<file path="src/rtl/des_pkg.sv">
// rtl/des_pkg.sv - shared DES block type, CBC sequencer state encoding and mode constants
//
// Purpose : common definitions imported by the CBC sequencer.
// Contents: des_block_t  - 64-bit DES block, bit 0 is the MSB
//           cbc_state_t  - sequencer states (IDLE, WAIT_DATA, CORE, OUT)
//           DES_MODE_ENC / DES_MODE_DEC - values driven on the core mode input
package des_pkg;

   typedef logic [0:63] des_block_t;

   typedef enum logic [1:0] {
      IDLE      = 2'd0,
      WAIT_DATA = 2'd1,
      CORE      = 2'd2,
      OUT       = 2'd3
   } cbc_state_t;

   localparam logic DES_MODE_ENC = 1'b1;
   localparam logic DES_MODE_DEC = 1'b0;

endpackage

</file>
<file path="src/rtl/des_cbc_ctrl.sv">
// rtl/des_cbc_ctrl.sv - CBC-mode sequencer driving an external DES core one block at a time
//
// Purpose : accepts a key, IV and a stream of 64-bit blocks, applies CBC chaining for
//           encryption or decryption, hands each block to the DES core beside it and
//           returns results on a valid/ready stream. One block is in flight at a time.
// Ports   : clk, reset           - clock, synchronous active-low reset
//           start_i, mode_i      - begin a message (1 = encrypt, 0 = decrypt)
//           key_i, iv_i          - DES key and initial chaining value, sampled on start
//           s_valid_i/s_data_i/s_last_i/s_ready_o - input block stream
//           m_valid_o/m_data_o/m_last_o/m_ready_i - result block stream
//           des_mode_o/des_key_o/des_data_o/des_valid_o - request to the DES core
//           des_data_i/des_valid_i - result from the DES core
//           busy_o               - sequencer is not idle
//           error_o              - sticky core-timeout flag, cleared by the next start
module des_cbc_ctrl
   import des_pkg::*;
#(
   parameter int TIMEOUT = 31
) (
   input  logic        clk,
   input  logic        reset,
   input  logic        start_i,
   input  logic        mode_i,
   input  logic [0:63] key_i,
   input  logic [0:63] iv_i,
   input  logic        s_valid_i,
   input  logic [0:63] s_data_i,
   input  logic        s_last_i,
   output logic        s_ready_o,
   output logic        m_valid_o,
   output logic [0:63] m_data_o,
   output logic        m_last_o,
   input  logic        m_ready_i,
   output logic        des_mode_o,
   output logic [0:63] des_key_o,
   output logic [0:63] des_data_o,
   output logic        des_valid_o,
   input  logic [0:63] des_data_i,
   input  logic        des_valid_i,
   output logic        busy_o,
   output logic        error_o
);

   localparam int TW = (TIMEOUT < 1) ? 1 : $clog2(TIMEOUT + 1);
   localparam logic [TW-1:0] TIMER_MAX = TW'(TIMEOUT);

   cbc_state_t    state_q;
   des_block_t    chain_q;
   des_block_t    hold_q;
   des_block_t    m_data_q;
   des_block_t    des_key_q;
   des_block_t    des_data_q;
   logic          des_mode_q;
   logic          des_valid_q;
   logic          last_q;
   logic          s_ready_q;
   logic          m_valid_q;
   logic          m_last_q;
   logic          error_q;
   logic [TW-1:0] timer_q;

   logic [TW-1:0] timer_d;
   des_block_t    result_d;
   des_block_t    chain_d;
   logic          accept;
   logic          timeout_hit;

   always_comb begin
      accept = s_valid_i & s_ready_q;

      // Saturating counter of cycles spent waiting in CORE.
      timer_d     = (timer_q == TIMER_MAX) ? timer_q : timer_q + TW'(1);
      timeout_hit = (timer_d == TIMER_MAX);

      // Encrypt chains on the ciphertext just produced; decrypt chains on the
      // ciphertext that went into the core, which was parked in hold_q.
      if (des_mode_q == DES_MODE_ENC) begin
         result_d = des_data_i;
         chain_d  = des_data_i;
      end else begin
         result_d = des_data_i ^ chain_q;
         chain_d  = hold_q;
      end
   end

   always_ff @(posedge clk) begin
      if (!reset) begin
         state_q     <= IDLE;
         chain_q     <= '0;
         hold_q      <= '0;
         m_data_q    <= '0;
         des_key_q   <= '0;
         des_data_q  <= '0;
         des_mode_q  <= 1'b0;
         des_valid_q <= 1'b0;
         last_q      <= 1'b0;
         s_ready_q   <= 1'b0;
         m_valid_q   <= 1'b0;
         m_last_q    <= 1'b0;
         error_q     <= 1'b0;
         timer_q     <= '0;
      end else begin
         // The core request is a single-cycle pulse.
         des_valid_q <= 1'b0;

         case (state_q)
            IDLE: begin
               if (start_i) begin
                  des_key_q  <= key_i;
                  des_mode_q <= mode_i;
                  chain_q    <= iv_i;
                  error_q    <= 1'b0;
                  s_ready_q  <= 1'b1;
                  state_q    <= WAIT_DATA;
               end
            end

            WAIT_DATA: begin
               if (accept) begin
                  des_data_q  <= (des_mode_q == DES_MODE_ENC) ? (s_data_i ^ chain_q) : s_data_i;
                  hold_q      <= s_data_i;
                  last_q      <= s_last_i;
                  des_valid_q <= 1'b1;
                  timer_q     <= '0;
                  s_ready_q   <= 1'b0;
                  state_q     <= CORE;
               end
            end

            CORE: begin
               // A result arriving in the timeout cycle still wins.
               if (des_valid_i) begin
                  m_data_q  <= result_d;
                  chain_q   <= chain_d;
                  m_valid_q <= 1'b1;
                  m_last_q  <= last_q;
                  state_q   <= OUT;
               end else if (timeout_hit) begin
                  error_q <= 1'b1;
                  state_q <= IDLE;
               end else begin
                  timer_q <= timer_d;
               end
            end

            OUT: begin
               if (m_ready_i) begin
                  m_valid_q <= 1'b0;
                  m_last_q  <= 1'b0;
                  if (last_q) begin
                     state_q <= IDLE;
                  end else begin
                     s_ready_q <= 1'b1;
                     state_q   <= WAIT_DATA;
                  end
               end
            end

            default: state_q <= IDLE;
         endcase
      end
   end

   assign s_ready_o   = s_ready_q;
   assign m_valid_o   = m_valid_q;
   assign m_data_o    = m_data_q;
   assign m_last_o    = m_last_q;
   assign des_mode_o  = des_mode_q;
   assign des_key_o   = des_key_q;
   assign des_data_o  = des_data_q;
   assign des_valid_o = des_valid_q;
   assign busy_o      = (state_q != IDLE);
   assign error_o     = error_q;

endmodule

</file>
<file path="config.mk">
export PLATFORM = sky130hd
export DESIGN_NAME = des_cbc_ctrl
export DESIGN_NICKNAME = d
export VERILOG_FILES = /design/src/rtl/des_pkg.sv /design/src/rtl/des_cbc_ctrl.sv
export SDC_FILE = /design/constraint.sdc
export NUM_CORES = 1
export LEC_CHECK = 0
export BUFFER_PORTS_ARGS = -buffer_cell sky130_fd_sc_hd__buf_2
export CAP_MARGIN = 40
export CORE_AREA = 2 2 181 183
export DETAILED_ROUTE_END_ITERATION = 7
export DIE_AREA = 0 0 183 185
export PLACE_DENSITY = 0.77
export RECOVER_POWER = 50
export SYNTH_ARGS = -nofsm -noshare
export SYNTH_HDL_FRONTEND = slang
export SYNTH_SLANG_ARGS = --single-unit
</file>
<file path="constraint.sdc">
create_clock -name clk -period 2.35 [get_ports clk]
set_input_delay 0.3525 -clock clk [delete_from_list [all_inputs] [get_ports clk]]
set_output_delay 0.3525 -clock clk [all_outputs]
set_load 0.03 [all_outputs]
</file>
== Word level (Yosys, flattened, before mapping) ==
Cells that the tools add are included.

* Register bits after elaboration: 334
* Output and inout bits: 199
* Logic and storage cells: 81

* $add $sub $neg: 1
* Equality and inequality tests: 14
* Multiplexer cells: 33
* Bitwise operators: 3
* Reduce and logical (&&, ||, !) cells: 16

{| class="wikitable"
|+ Operators with widths
! kind !! number
|-
| $mux W64 || 5
|-
| $pmux W64 S2 || 1
|-
| $xor A64 B64 Y64 || 2
|-
| $mux W5 || 4
|-
| $ne A2 B2 Y1 const B || 8
|-
| $mux W1 || 12
|-
| $reduce_and A4 Y1 || 3
|-
| $eq A5 B5 Y1 const B || 2
|-
| $mux W2 || 5
|-
| $pmux W5 S2 || 1
|-
| $pmux W2 S4 || 1
|-
| $reduce_and A2 Y1 || 4
|-
| $reduce_bool A2 Y1 || 4
|-
| $pmux W1 S2 || 3
|-
| $reduce_and A3 Y1 || 2
|-
| $add A5 B1 Y5 const B || 1
|-
| $reduce_and A5 Y1 || 1
|-
| $eq A2 B2 Y1 const B || 2
|-
| $ne A3 B3 Y1 const B || 1
|-
| $pmux W1 S3 || 1
|-
| $reduce_bool A3 Y1 || 1
|-
| $eq A2 B1 Y1 const B || 1
|-
| $logic_not A2 Y1 || 1
|-
| $and A1 B1 Y1 || 1
|}

== Depth between registers and ports, before layout ==
Gate-level depths: netlist of the first run.

* Depth in word-level cells: 6
* Gate-level depth with buffers: 7

== Least setup slack after synthesis of the first run ==
OpenSTA, ideal clock, no wires.

* Path kind: flip-flop to flip-flop
* Start point: register des_mode_q, in the netlist des_mode_o
* End point: register chain_q[30]
* Setup time: 0.132 ns
* Arrival time: 1.435 ns
* Required time: 2.218 ns
* Path slack: 0.782 ns
* Stages on the path, launching flop included: 7
* Path buffers: 2
* Cells stage by stage: dfxtp_1 -> buf_2 -> buf_2 -> mux2i_1 -> nand2_1 -> o211ai_1 -> a21oi_1

* Cells in the longest elaborated chain, start to end: 3

{| class="wikitable"
|+ RTL lines
! element !! line !! RTL
|-
| start, declared || des_cbc_ctrl.sv:53 || <nowiki>logic des_mode_q;</nowiki>
|-
| start signal, assigned || des_cbc_ctrl.sv:110 || <nowiki>des_mode_q <= mode_i;</nowiki>
|-
| $mux W64 || des_cbc_ctrl.sv:77 || <nowiki>if (des_mode_q == DES_MODE_ENC) begin</nowiki>
|-
| $mux W64 || des_cbc_ctrl.sv:132 || <nowiki>if (des_valid_i) begin</nowiki>
|-
| $pmux W64 S2 || des_cbc_ctrl.sv:106 || <nowiki>case (state_q)</nowiki>
|-
| end signal, assigned || des_cbc_ctrl.sv:111 || <nowiki>chain_q <= iv_i;</nowiki>
|-
| end signal, assigned || des_cbc_ctrl.sv:134 || <nowiki>chain_q <= chain_d;</nowiki>
|-
| end, declared || des_cbc_ctrl.sv:48 || <nowiki>des_block_t chain_q;</nowiki>
|}

No other way between the ends. The select of a mux whose other input is x is not followed.
A chain may end at the register's enable or synchronous reset.

== Worst setup path after layout of the first run ==
* Start point: register state_q[0]
* End point: output port busy_o

* Cells in the longest elaborated chain, start to end: 1

{| class="wikitable"
|+ RTL lines
! element !! line !! RTL
|-
| start, declared || des_cbc_ctrl.sv:47 || <nowiki>cbc_state_t state_q;</nowiki>
|-
| start signal, assigned || des_cbc_ctrl.sv:88 || <nowiki>state_q <= IDLE;</nowiki>
|-
| start signal, assigned || des_cbc_ctrl.sv:114 || <nowiki>state_q <= WAIT_DATA;</nowiki>
|-
| start signal, assigned || des_cbc_ctrl.sv:126 || <nowiki>state_q <= CORE;</nowiki>
|-
| $reduce_bool A2 Y1 || des_cbc_ctrl.sv:172 || <nowiki>assign busy_o = (state_q != IDLE);</nowiki>
|-
| end, declared || des_cbc_ctrl.sv:40 || <nowiki>output logic busy_o,</nowiki>
|}

No other way between the ends.

==> results of run 1 <==
==> cells in the final DEF (no fill, tap or decap), drive strengths merged, types with 2 or more instances in the layout <==
master  count
dfxtp     334
a31oi       5
xor2       64
clkinv      3
a21oi     204
nand3       4
clkbuf    264
nand2     461
bufinv      3
inv         4
mux2i      66
nand4b      2
a211oi    128
nor2b      66
xnor2      65
o21ai       4
nor3b       2
nor2      138
nor3        4
diode      21
buf       293
o211ai     65
==> registers in the layout, summed over array words and instances, names as in the netlist <==
name,count
des_valid_o,1
des_mode_o,1
s_ready_o,1
m_last_o,1
m_valid_o,1
error_o,1
m_data_o,64
timer_q,5
des_key_o,64
last_q,1
state_q,2
des_data_o,64
chain_q,64
hold_q,64
==> worst paths after layout <==
path	startpoint	endpoint	slack [ps]	cells after the start
worst max register to register	state_q[1]$_SDFFE_PN0P_	m_data_o[54]$_SDFFE_PN0P_	270	5
worst max-delay path	state_q[0]$_SDFFE_PN0P_	busy_o	250	4
worst min-delay path	key_i[34]	des_key_o[34]$_SDFFE_PN0P_	70	3
worst min register to register	hold_q[32]$_SDFFE_PN0P_	hold_q[32]$_SDFFE_PN0P_	450	2
==> stage by stage <==
stage / setup WS (ps) / instances / hold slack (ps) / power, mW / utilization [%]
finish: 254 / 2620 / 70.5 / 15.8 / 57.2
detailed placement: 385 / 2530 / 444 / 9.63 / 53.6
CTS: 341 / 2599 / 50.1 / 16.0 / 57.9
global placement: 448 / 2530 / 439 / 9.54 / 53.6
global route: 136 / 2618 / 56.6 / 16.4 / 57.2
floorplan: 782 / 1773 / 436 / 8.59 / -
==> cell families (layout without fill, tap and decap cells) <==
logic type      count (synthesis)  count (layout)  synth area share [%]
xor+xnor                      129             129                  7.78
flops                         334             334                  46.0
fa+ha+maj                       1               1                0.0862
simple gates                  683             683                  19.2
mux                            66              66                  4.55
other cells                     0              21                     0
compound gates                411             411                  17.6
buf+inv                       149             567                  4.70
==> layout make-up <==
cell class,count,area [sq um],share of cell area [%]
Antenna cell,21,52.6,0.287
Clock buffer,63,1250,6.81
Clock inverter,6,113,0.614
Inverter,4,22.5,0.123
Multi-Input combinational cell,1290,7180,39.2
Sequential cell,334,6690,36.5
Tap cell,408,510,2.78
Timing Repair Buffer,494,2520,13.7
==> power groups by stage <==
stage | Combinational, mW | Sequential, mW | Clock, mW
after global routing | 3.35 | 6.43 | 6.65
after floorplan | 1.67 | 6.92 | 0
final | 3.08 | 6.38 | 6.30
after global placement | 3.07 | 6.47 | 0
after detailed placement | 3.14 | 6.49 | 0
after CTS | 3.15 | 6.37 | 6.44
==> worst max-delay path: stages (launching register included) <==
cell,delay [ps]
sky130_fd_sc_hd__dfxtp_1,520
sky130_fd_sc_hd__clkbuf_1,310
sky130_fd_sc_hd__nor2_1,130
sky130_fd_sc_hd__inv_1,70
sky130_fd_sc_hd__buf_2,200
==> metal layers <==
metal	part of all wire (%)	vias up	track usage, %
met2	48	494	42.2
met4	4.0	2	11.6
met5	0.036	-	0
met1	41	6374	30.1
li1	-	6768	-
met3	6.9	100	5.27
==> insert_results.sql, run 1 <==
INSERT INTO impl_metrics (metric_group, metric, value, unit) VALUES
('detailed_routing', 'totalWireLength', '44.3', 'mm'),
('floorplan', 'die_area', '0.0339', 'sq mm'),
('yosys', 'synthesis.area_per_instance', '8.19', 'sq um'),
('timing', 'max_slew_margin', '52.0', '%'),
('yosys', 'synthMostInstantiatedCell', 'sky130_fd_sc_hd__nand2_1', ''),
('yosys', 'post_synth_num_cell_types', '36', ''),
('floorplan', 'core-area', '0.0320', 'sq mm'),
('cts', 'clock_sink_count', '334', ''),
('global_route', 'grt_antenna_before_repair', '22', ''),
('final_layout', 'finish.net_count', '2427', ''),
('power', 'cellInternalPower', '11.1', 'mW'),
('final_layout', 'layout_cells_sized_above_1', '16.7', '%'),
('timing', 'clock_skew', '12.3', 'ps'),
('floorplan', 'chipWidth', '183', 'microns'),
('placement', 'placement.cell_area', '0.0172', 'sq mm'),
('placement', 'port_buffer_count', '462', ''),
('floorplan', 'dieHeight', '185', 'microns'),
('power', 'switching_power', '4.65', 'mW'),
('timing', 'setup_repair_after_global_routing_missed_its_margin', 'false', ''),
('yosys', 'top_ff_cell_synth', 'sky130_fd_sc_hd__dfxtp_1', ''),
('yosys', 'synth_top_area_share', '46.0', '%'),
('detailed_routing', 'drt-pass1-iter-count', '8', ''),
('detailed_routing', 'drt-wirelength-per-cell', '16.9', 'microns'),
('yosys', 'mappedNetlistArea', '0.0145', 'sq mm'),
('timing', 'fmax', '477', 'MHz'),
('final_layout', 'finalInstanceArea', '0.0183', 'sq mm'),
('detailed_routing', 'route.detailed.vias_per_inst', '5.24', ''),
('final_layout', 'area_growth', '26.3', '%'),
('worst_setup_path', 'critical_path.endpoint_type', 'output pin', ''),
('cts', 'number_of_clock_buffers_inserted_by_tritoncts', '38', ''),
('worst_setup_path', 'worst_setup_path_start_kind', 'flip-flop', ''),
('placement', 'gpl.final_weighted_congestion', '0.884', ''),
('cts', 'htree_levels', '2', ''),
('yosys', 'synth_top_area_cell', 'sky130_fd_sc_hd__dfxtp_1', ''),
('power', 'ir_drop_worst_vdd', '0.665', 'mV'),
('global_route', 'grt.total_usage', '24.8', '%'),
('worst_setup_path', 'timing.critical_path.required', '2000', 'ps'),
('floorplan', 'rows', '66', ''),
('yosys', 'post_synth_inst_count', '1773', ''),
('timing', 'worstMarginPinSlew', '721', 'ps'),
('power', 'seq_power_share', '40.5', '%'),
('global_route', 'grt_pass1_wl', '67.7', 'mm'),
('cts', 'resized_gates_after_cts', '0', ''),
('timing', 'timing.final.crit_share', '89.2', '%'),
('cts', 'worstSkewPairLatency', '510', 'ps'),
('detailed_routing', 'drc_errors', '0', ''),
('timing', 'setup_tns', '0', 'ps'),
('worst_setup_path', 'path_class', 'flip-flop to output pin', ''),
('power', 'pwr_dens', '859', 'mW/mm^2'),
('power', 'relative_contribution_of_the_clock_network_to_total_power', '40.0', '%'),
('run', 'maxCapViolations', '0', ''),
('global_route', 'first_global_vias', '12919', ''),
('power', 'power_switching_share', '29.5', '%'),
('floorplan', 'design.portCount', '463', ''),
('detailed_routing', 'antenna_violating_nets_post_route', '0', ''),
('cts', 'clk_pin_slew', '60', 'ps'),
('power', 'leakage', '6.48', 'nW'),
('outcome', 'run_status', 'completed', ''),
('cts', 'cts.hold.buffers_added', '0', ''),
('yosys', 'synthArstFlopShare', '0', '%'),
('yosys', 'synth_commonest_cells', 'sky130_fd_sc_hd__nand2_1 (461), sky130_fd_sc_hd__dfxtp_1 (334), sky130_fd_sc_hd__a21oi_1 (204)', ''),
('cts', 'cts_buffer_depth', '3', ''),
('yosys', 'synth.net_count', '2038', ''),
('yosys', 'synth-warning-count', '0', ''),
('worst_setup_path', 'timing.critical_path.fanout_max', '7', ''),
('yosys', 'largest_cells_by_area_after_synthesis', 'sky130_fd_sc_hd__dfxtp_1 (46%), sky130_fd_sc_hd__nand2_1 (12%), sky130_fd_sc_hd__a21oi_1 (7.0%), sky130_fd_sc_hd__a211oi_1 (6.6%), sky130_fd_sc_hd__mux2i_1 (4.5%)', ''),
('final_layout', 'layout.filler_cells', '3034', ''),
('detailed_routing', 'via_count', '13738', ''),
('yosys', 'synth.yosys.seq_area_share', '46.0', '%'),
('global_route', 'maximum_number_of_pins_on_one_net_before_global_route_repair', '129', ''),
('cts', 'postCtsSetupRepairBufs', '0', '');
(Power assumes the default switching activity.)
==> run 2, diff against run 1 <==
--- a/config.mk
+++ b/config.mk
@@ -11,7 +11,7 @@
 export DETAILED_ROUTE_END_ITERATION = 7
 export DIE_AREA = 0 0 183 185
 export PLACE_DENSITY = 0.77
-export RECOVER_POWER = 50
+export RECOVER_POWER = 100
 export SYNTH_ARGS = -nofsm -noshare
 export SYNTH_HDL_FRONTEND = slang
 export SYNTH_SLANG_ARGS = --single-unit
==> constraint.sdc (replaced) <==
create_clock -name clk -period 2.35 [get_ports clk]
set_input_delay 0.3525 -clock clk [delete_from_list [all_inputs] [get_ports clk]]
set_output_delay 0.3525 -clock clk [all_outputs]
set_load 0.02 [all_outputs]
==> run 2 against run 1 <==
  * Register-to-register slack lost 70 ps
  * Core utilization is essentially flat
  * Wire length shrank 0.13%
  * Critical path depth grew 1
  * Global-route usage is the same
  * Sequential cell count is the same
  * Worst hold slack gained 1.1 ps
  * Sequential power is essentially flat
  * Critical path type is now flip-flop to flip-flop
  * Largest cell class unchanged
==> insert_results.sql, run 2 (synthesis results as in run 1) <==
INSERT INTO impl_metrics (metric_group, metric, value, unit) VALUES
('final_layout', 'finish.net_count', '2427', ''),
('placement', 'post-place-ws', '385', 'ps'),
('floorplan', 'floorplan.initialDensity', '45.3', '%'),
('detailed_routing', 'initial_detailed_routing_violation_count', '858', ''),
('worst_setup_path', 'path_class', 'flip-flop to flip-flop', ''),
('cts', 'worstSkewPairLatency', '510', 'ps'),
('timing', 'timing.final.hold_violations', '0', ''),
('global_route', 'grt.total_usage', '24.8', '%'),
('cts', 'cts.hold.buffers_added', '0', ''),
('floorplan', 'die_area', '0.0339', 'sq mm'),
('placement', 'dp_hpwl', '30.5', 'mm'),
('timing', 'hold_slack', '71.6', 'ps'),
('timing', 'timing.final.crit_share', '91.6', '%'),
('floorplan', 'rows', '66', ''),
('timing', 'setup_repair_after_global_routing_missed_its_margin', 'false', ''),
('detailed_routing', 'drc_errors', '0', ''),
('cts', 'htree_levels', '2', ''),
('final_layout', 'area_growth', '26.3', '%'),
('detailed_routing', 'drt-wirelength-per-cell', '16.9', 'microns'),
('timing', 'setup_tns', '0', 'ps'),
('placement', 'gpl.final_weighted_congestion', '0.884', ''),
('worst_setup_path', 'cells_along_the_critical_path', 'buf_4 > and3b_1 > buf_12 > nor2_1 > a211oi_1', ''),
('cts', 'resized_gates_after_cts', '0', ''),
('worst_setup_path', 'timing.critical_path.required', '2760', 'ps'),
('global_route', 'grt_antenna_before_repair', '22', ''),
('cts', 'clk_root_buffer_cell', 'sky130_fd_sc_hd__clkbuf_16', ''),
('timing', 'timing.final.max_slew_violations', '0', ''),
('final_layout', 'final_cell_mix', 'sky130_fd_sc_hd__nand2_1 (460), sky130_fd_sc_hd__dfxtp_1 (333), sky130_fd_sc_hd__buf_2 (265)', ''),
('timing', 'fmax', '465', 'MHz'),
('timing', 'period_minus_slack', '2150', 'ps'),
('detailed_routing', 'route.detailed.vias_per_inst', '5.23', ''),
('global_route', 'first_global_vias', '12919', ''),
('power', 'ir_drop_worst_vdd', '0.651', 'mV'),
('cts', 'clk_pin_slew', '60', 'ps'),
('final_layout', 'layout_cells_sized_above_1', '16.6', '%'),
('detailed_routing', 'drt-pass1-iter-count', '6', ''),
('floorplan', 'design.portCount', '463', ''),
('cts', 'cts_tree', 'done', ''),
('worst_setup_path', 'max_stage_delay', '560', 'ps'),
('global_route', 'grt_pass1_wl', '67.7', 'mm'),
('worst_setup_path', 'r2r_cells', '5', ''),
('timing', 'timing.final.setup_violations', '0', ''),
('floorplan', 'chipWidth', '183', 'microns'),
('power', 'finalPower', '15.6', 'mW'),
('power', 'pwr_dens', '849', 'mW/mm^2'),
('cts', 'number_of_clock_buffers_inserted_by_tritoncts', '38', ''),
('worst_setup_path', 'timing.critical_path.arrival', '2560', 'ps'),
('global_route', 'globalRoute.totalOverflow', '0', ''),
('hold_path', 'worstHoldPathCells', '3', ''),
('detailed_routing', 'via_count', '13707', ''),
('cts', 'cts_buffer_depth', '3', ''),
('placement', 'port_buffer_count', '462', ''),
('worst_setup_path', 'critical_path.endpoint_type', 'flip-flop', ''),
('detailed_routing', 'totalWireLength', '44.2', 'mm'),
('worst_setup_path', 'worst_setup_path_start_kind', 'flip-flop', ''),
('worst_setup_path', 'timing.critical_path.fanout_max', '128', ''),
('worst_setup_path', 'crit_slowest_cell', 'sky130_fd_sc_hd__dfxtp_1', ''),
('power', 'leakage', '6.48', 'nW'),
('detailed_routing', 'antenna_violating_nets_post_route', '0', ''),
('cts', 'clock_sink_count', '334', ''),
('timing', 'layout_setup_ws', '198', 'ps'),
('global_route', 'maximum_number_of_pins_on_one_net_before_global_route_repair', '129', ''),
('timing', 'worstMarginPinSlew', '722', 'ps'),
('final_layout', 'mostFrequentLayoutCell', 'sky130_fd_sc_hd__nand2_1', ''),
('floorplan', 'core-area', '0.0320', 'sq mm'),
('cts', 'postCtsSetupRepairBufs', '0', ''),
('outcome', 'run_status', 'completed', ''),
('hold_path', 'hp-class', 'input port to flip-flop', ''),
('floorplan', 'dieHeight', '185', 'microns'),
('timing', 'clock_skew', '12.8', 'ps'),
('timing', 'max_slew_margin', '51.9', '%'),
('run', 'maxCapViolations', '0', '');
## run 2: worst paths after layout
check / from / slack [ps] / end
max: state_q[1]$_SDFFE_PN0P_ / 200 / m_data_o[54]$_SDFFE_PN0P_
min: key_i[34] / 70 / des_key_o[34]$_SDFFE_PN0P_
max reg2reg: state_q[1]$_SDFFE_PN0P_ / 200 / m_data_o[54]$_SDFFE_PN0P_
min reg2reg: hold_q[32]$_SDFFE_PN0P_ / 450 / hold_q[32]$_SDFFE_PN0P_
## run 2: area by class of cell
type | instances | area [sq um]
Fill cell | 3035 | 13700
Antenna cell | 22 | 55.1
Clock inverter | 6 | 113
Multi-Input combinational cell | 1290 | 7180
Timing Repair Buffer | 494 | 2520
Sequential cell | 334 | 6690
Clock buffer | 63 | 1250
Inverter | 4 | 22.5
Tap cell | 408 | 510
## run 2: worst max-delay path, delay by kind of cell, from the launching register on
kind | cells | cell delay [ps]
compound gates | 1 | 250
buf+inv | 2 | 610
flops | 1 | 560
simple gates | 2 | 410
## run 2: stage by stage
step | area [sq um] | std cells | util, %
CTS | 18500 | 2599 | 57.9
floorplan | 14500 | 1773 | -
global route | 18300 | 2618 | 57.2
detailed placement | 17200 | 2530 | 53.6
global placement | 17200 | 2530 | 53.6
finish | 18300 | 2621 | 57.2
## run 2: metal layers
metal | global-route usage, % | routed length (microns)
met5 | 0 | 16
met4 | 11.6 | 1830
met3 | 5.27 | 3010
met2 | 42.2 | 21300
met1 | 30.1 | 18000
## run 2: power breakdown
| group | switching, mW | internal [mW] | total, mW | leakage, nW |
|---|---|---|---|---|
| sequential | 0.280 | 6.10 | 6.38 | 2.72 |
| combinational | 1.83 | 1.06 | 2.88 | 3.09 |
| clock | 2.35 | 3.95 | 6.30 | 0.670 |
| total | 4.45 | 11.1 | 15.6 | 6.48 |
==> run 3, diff against run 2 <==
==> constraint.sdc (replaced) <==
create_clock -name clk -period 2.35 [get_ports clk]
set_input_delay 0.47 -clock clk [delete_from_list [all_inputs] [get_ports clk]]
set_output_delay 0.47 -clock clk [all_outputs]
set_load 0.02 [all_outputs]
==> run 3 against run 2 <==
  * Setup slack about the same
  * Clock-buffer cell count decreased by 7
  * Sequential cell count unchanged
  * Critical path type is now flip-flop to output pin
  * Critical endpoint is now des_mode_o
  * Highest routed layer unchanged
==> insert_results.sql, run 3 (synthesis results as in run 1) <==
INSERT INTO impl_metrics (metric_group, metric, value, unit) VALUES
('worst_setup_path', 'timing.critical_path.arrival', '1680', 'ps'),
('global_route', 'globalRoute.totalOverflow', '0', ''),
('detailed_routing', 'drt-pass1-iter-count', '7', ''),
('timing', 'timing.final.max_slew_violations', '0', ''),
('detailed_routing', 'route.detailed.vias_per_inst', '5.25', ''),
('timing', 'max_slew_margin', '35.1', '%'),
('hold_path', 'hp-class', 'input port to flip-flop', ''),
('global_route', 'grt_antenna_before_repair', '20', ''),
('power', 'pwr-share-comb', '18.6', '%'),
('final_layout', 'area_growth', '25.7', '%'),
('cts', 'clk_pin_slew', '60', 'ps'),
('worst_setup_path', 'r2r-start', 'des_mode_o$_SDFFE_PN0P_', ''),
('outcome', 'run_status', 'completed', ''),
('detailed_routing', 'drc_errors', '0', ''),
('detailed_routing', 'via_count', '13738', ''),
('timing', 'timing.final.hold_violations', '0', ''),
('final_layout', 'layout_cells_sized_above_1', '16.6', '%'),
('timing', 'worstMarginPinSlew', '974', 'ps'),
('detailed_routing', 'antenna_violating_nets_post_route', '0', ''),
('floorplan', 'die_area', '0.0339', 'sq mm'),
('floorplan', 'dieHeight', '185', 'microns'),
('placement', 'dp_hpwl', '30.4', 'mm'),
('power', 'switching_power', '4.42', 'mW'),
('worst_setup_path', 'timing.critical_path.fanout_max', '20', ''),
('power', 'ir_drop_worst_vdd', '0.686', 'mV'),
('floorplan', 'design.portCount', '463', ''),
('global_route', 'grt_pass1_wl', '68.0', 'mm'),
('cts', 'worstSkewPairLatency', '510', 'ps'),
('cts', 'cts_tree', 'done', ''),
('timing', 'hold_slack', '185', 'ps'),
('worst_setup_path', 'ff2ff_setup_slack', '290', 'ps'),
('power', 'relative_contribution_of_the_clock_network_to_total_power', '39.8', '%'),
('global_route', 'first_global_vias', '12921', ''),
('final_layout', 'final_util', '57.0', '%'),
('worst_setup_path', 'path_class', 'flip-flop to output pin', ''),
('detailed_routing', 'initial_detailed_routing_violation_count', '985', ''),
('timing', 'clock_skew', '11.2', 'ps'),
('floorplan', 'floorplan.initialDensity', '45.3', '%'),
('power', 'power_switching_share', '28.8', '%'),
('timing', 'setup_tns', '0', 'ps'),
('power', 'pwr_dens', '841', 'mW/mm^2'),
('placement', 'port_buffer_count', '462', ''),
('power', 'leakage', '6.45', 'nW'),
('cts', 'resized_gates_after_cts', '0', ''),
('cts', 'postCtsSetupRepairBufs', '0', ''),
('global_route', 'maximum_number_of_pins_on_one_net_before_global_route_repair', '81', ''),
('timing', 'timing.final.crit_share', '91.6', '%'),
('floorplan', 'rows', '66', ''),
('worst_setup_path', 'critical_path.endpoint_type', 'output pin', ''),
('power', 'finalPower', '15.4', 'mW'),
('cts', 'htree_levels', '2', ''),
('cts', 'clock_sink_count', '334', ''),
('worst_setup_path', 'worst_setup_path_start_kind', 'flip-flop', ''),
('power', 'cellInternalPower', '10.9', 'mW'),
('timing', 'period_minus_slack', '2150', 'ps'),
('run', 'maxCapViolations', '0', ''),
('timing', 'setup_repair_after_global_routing_missed_its_margin', 'false', ''),
('cts', 'number_of_clock_buffers_inserted_by_tritoncts', '38', ''),
('power', 'seq_power_share', '41.6', '%'),
('timing', 'timing.final.setup_violations', '0', ''),
('placement', 'gpl.final_weighted_congestion', '0.898', ''),
('worst_setup_path', 'critPathCapture', 'des_mode_o', ''),
('final_layout', 'mostFrequentLayoutCell', 'sky130_fd_sc_hd__nand2_1', ''),
('floorplan', 'core-area', '0.0320', 'sq mm'),
('hold_path', 'worstHoldStart', 'mode_i', ''),
('cts', 'clk_root_buffer_cell', 'sky130_fd_sc_hd__clkbuf_16', ''),
('detailed_routing', 'drt-wirelength-per-cell', '16.8', 'microns'),
('worst_setup_path', 'timing.critical_path.required', '1880', 'ps'),
('final_layout', 'finish.net_count', '2430', ''),
('timing', 'fmax', '465', 'MHz'),
('global_route', 'grt.total_usage', '24.9', '%'),
('cts', 'cts_buffer_depth', '3', ''),
('cts', 'cts.hold.buffers_added', '0', ''),
('floorplan', 'chipWidth', '183', 'microns'),
('worst_setup_path', 'regToRegEndpoint', 'des_data_o[3]$_SDFFE_PN0P_', ''),
('worst_setup_path', 'crit_path_start', 'des_mode_o$_SDFFE_PN0P_', ''),
('detailed_routing', 'totalWireLength', '43.9', 'mm'),
('final_layout', 'final_cell_mix', 'sky130_fd_sc_hd__nand2_1 (460), sky130_fd_sc_hd__dfxtp_1 (333), sky130_fd_sc_hd__buf_2 (264)', ''),
('worst_setup_path', 'r2r_cells', '4', '');
## run 3: cell types whose count changed in the layout (fill, tap and decap cells not counted), sizes merged
cell	before	now
clkinvlp	0	1
inv	4	5
buf	292	289
clkbuf	265	264
diode	22	18
clkinv	3	5
## run 3: power by group through the flow
stage / Combinational (mW) / Clock, mW / Sequential, mW
floorplan: 1.67 / 0 / 6.73
global placement: 2.89 / 0 / 6.48
detailed placement: 2.94 / 0 / 6.49
CTS: 2.96 / 6.22 / 6.38
global route: 3.15 / 6.46 / 6.44
finish: 2.86 / 6.11 / 6.39
## run 3: critical path, cell delays in order (launching register included)
cell	delay, ps
sky130_fd_sc_hd__dfxtp_4	540
sky130_fd_sc_hd__clkbuf_4	390
sky130_fd_sc_hd__buf_2	230
## run 3: how the worst min path moves through the flow
stage	endpoint	cells past startpoint	slack (ps)
5_1_grt	des_key_o[40]$_SDFFE_PN0P_	3	180
3_5_place_dp	des_key_o[32]$_SDFFE_PN0P_	2	440
3_3_place_gp	des_key_o[30]$_SDFFE_PN0P_	2	440
6_report	des_mode_o$_SDFFE_PN0P_	3	190
4_1_cts	last_q$_SDFFE_PN0P_	3	170
2_1_floorplan	hold_q[0]$_SDFFE_PN0P_	2	440
## run 3: through the flow
stage,area (sq um),setup WS (ps),std cells
after floorplan,14500,809,1773
after global placement,17200,445,2533
after detailed placement,17200,402,2533
after CTS,18500,218,2599
after global routing,18200,125,2614
final,18300,197,2617
## run 3: area by class of cell
| cell class | instances | area, sq um |
|---|---|---|
| diodes | 18 | 45.0 |
| clock buffers | 56 | 1170 |
| clock inverters | 10 | 131 |
| fillers | 2969 | 13800 |
| inverters | 4 | 22.5 |
| multi-input cells | 1290 | 7170 |
| flip-flops and latches | 334 | 6690 |
| well taps | 408 | 510 |
| repair buffers | 497 | 2510 |
## run 3: metal layers
metal,part of all wire [%],up-vias,track usage (%)
li1,-,6772,-
met1,42,6362,30.7
met2,47,511,41.7
met3,7.5,91,6.10
met4,3.7,2,10.6
met5,0.036,-,0
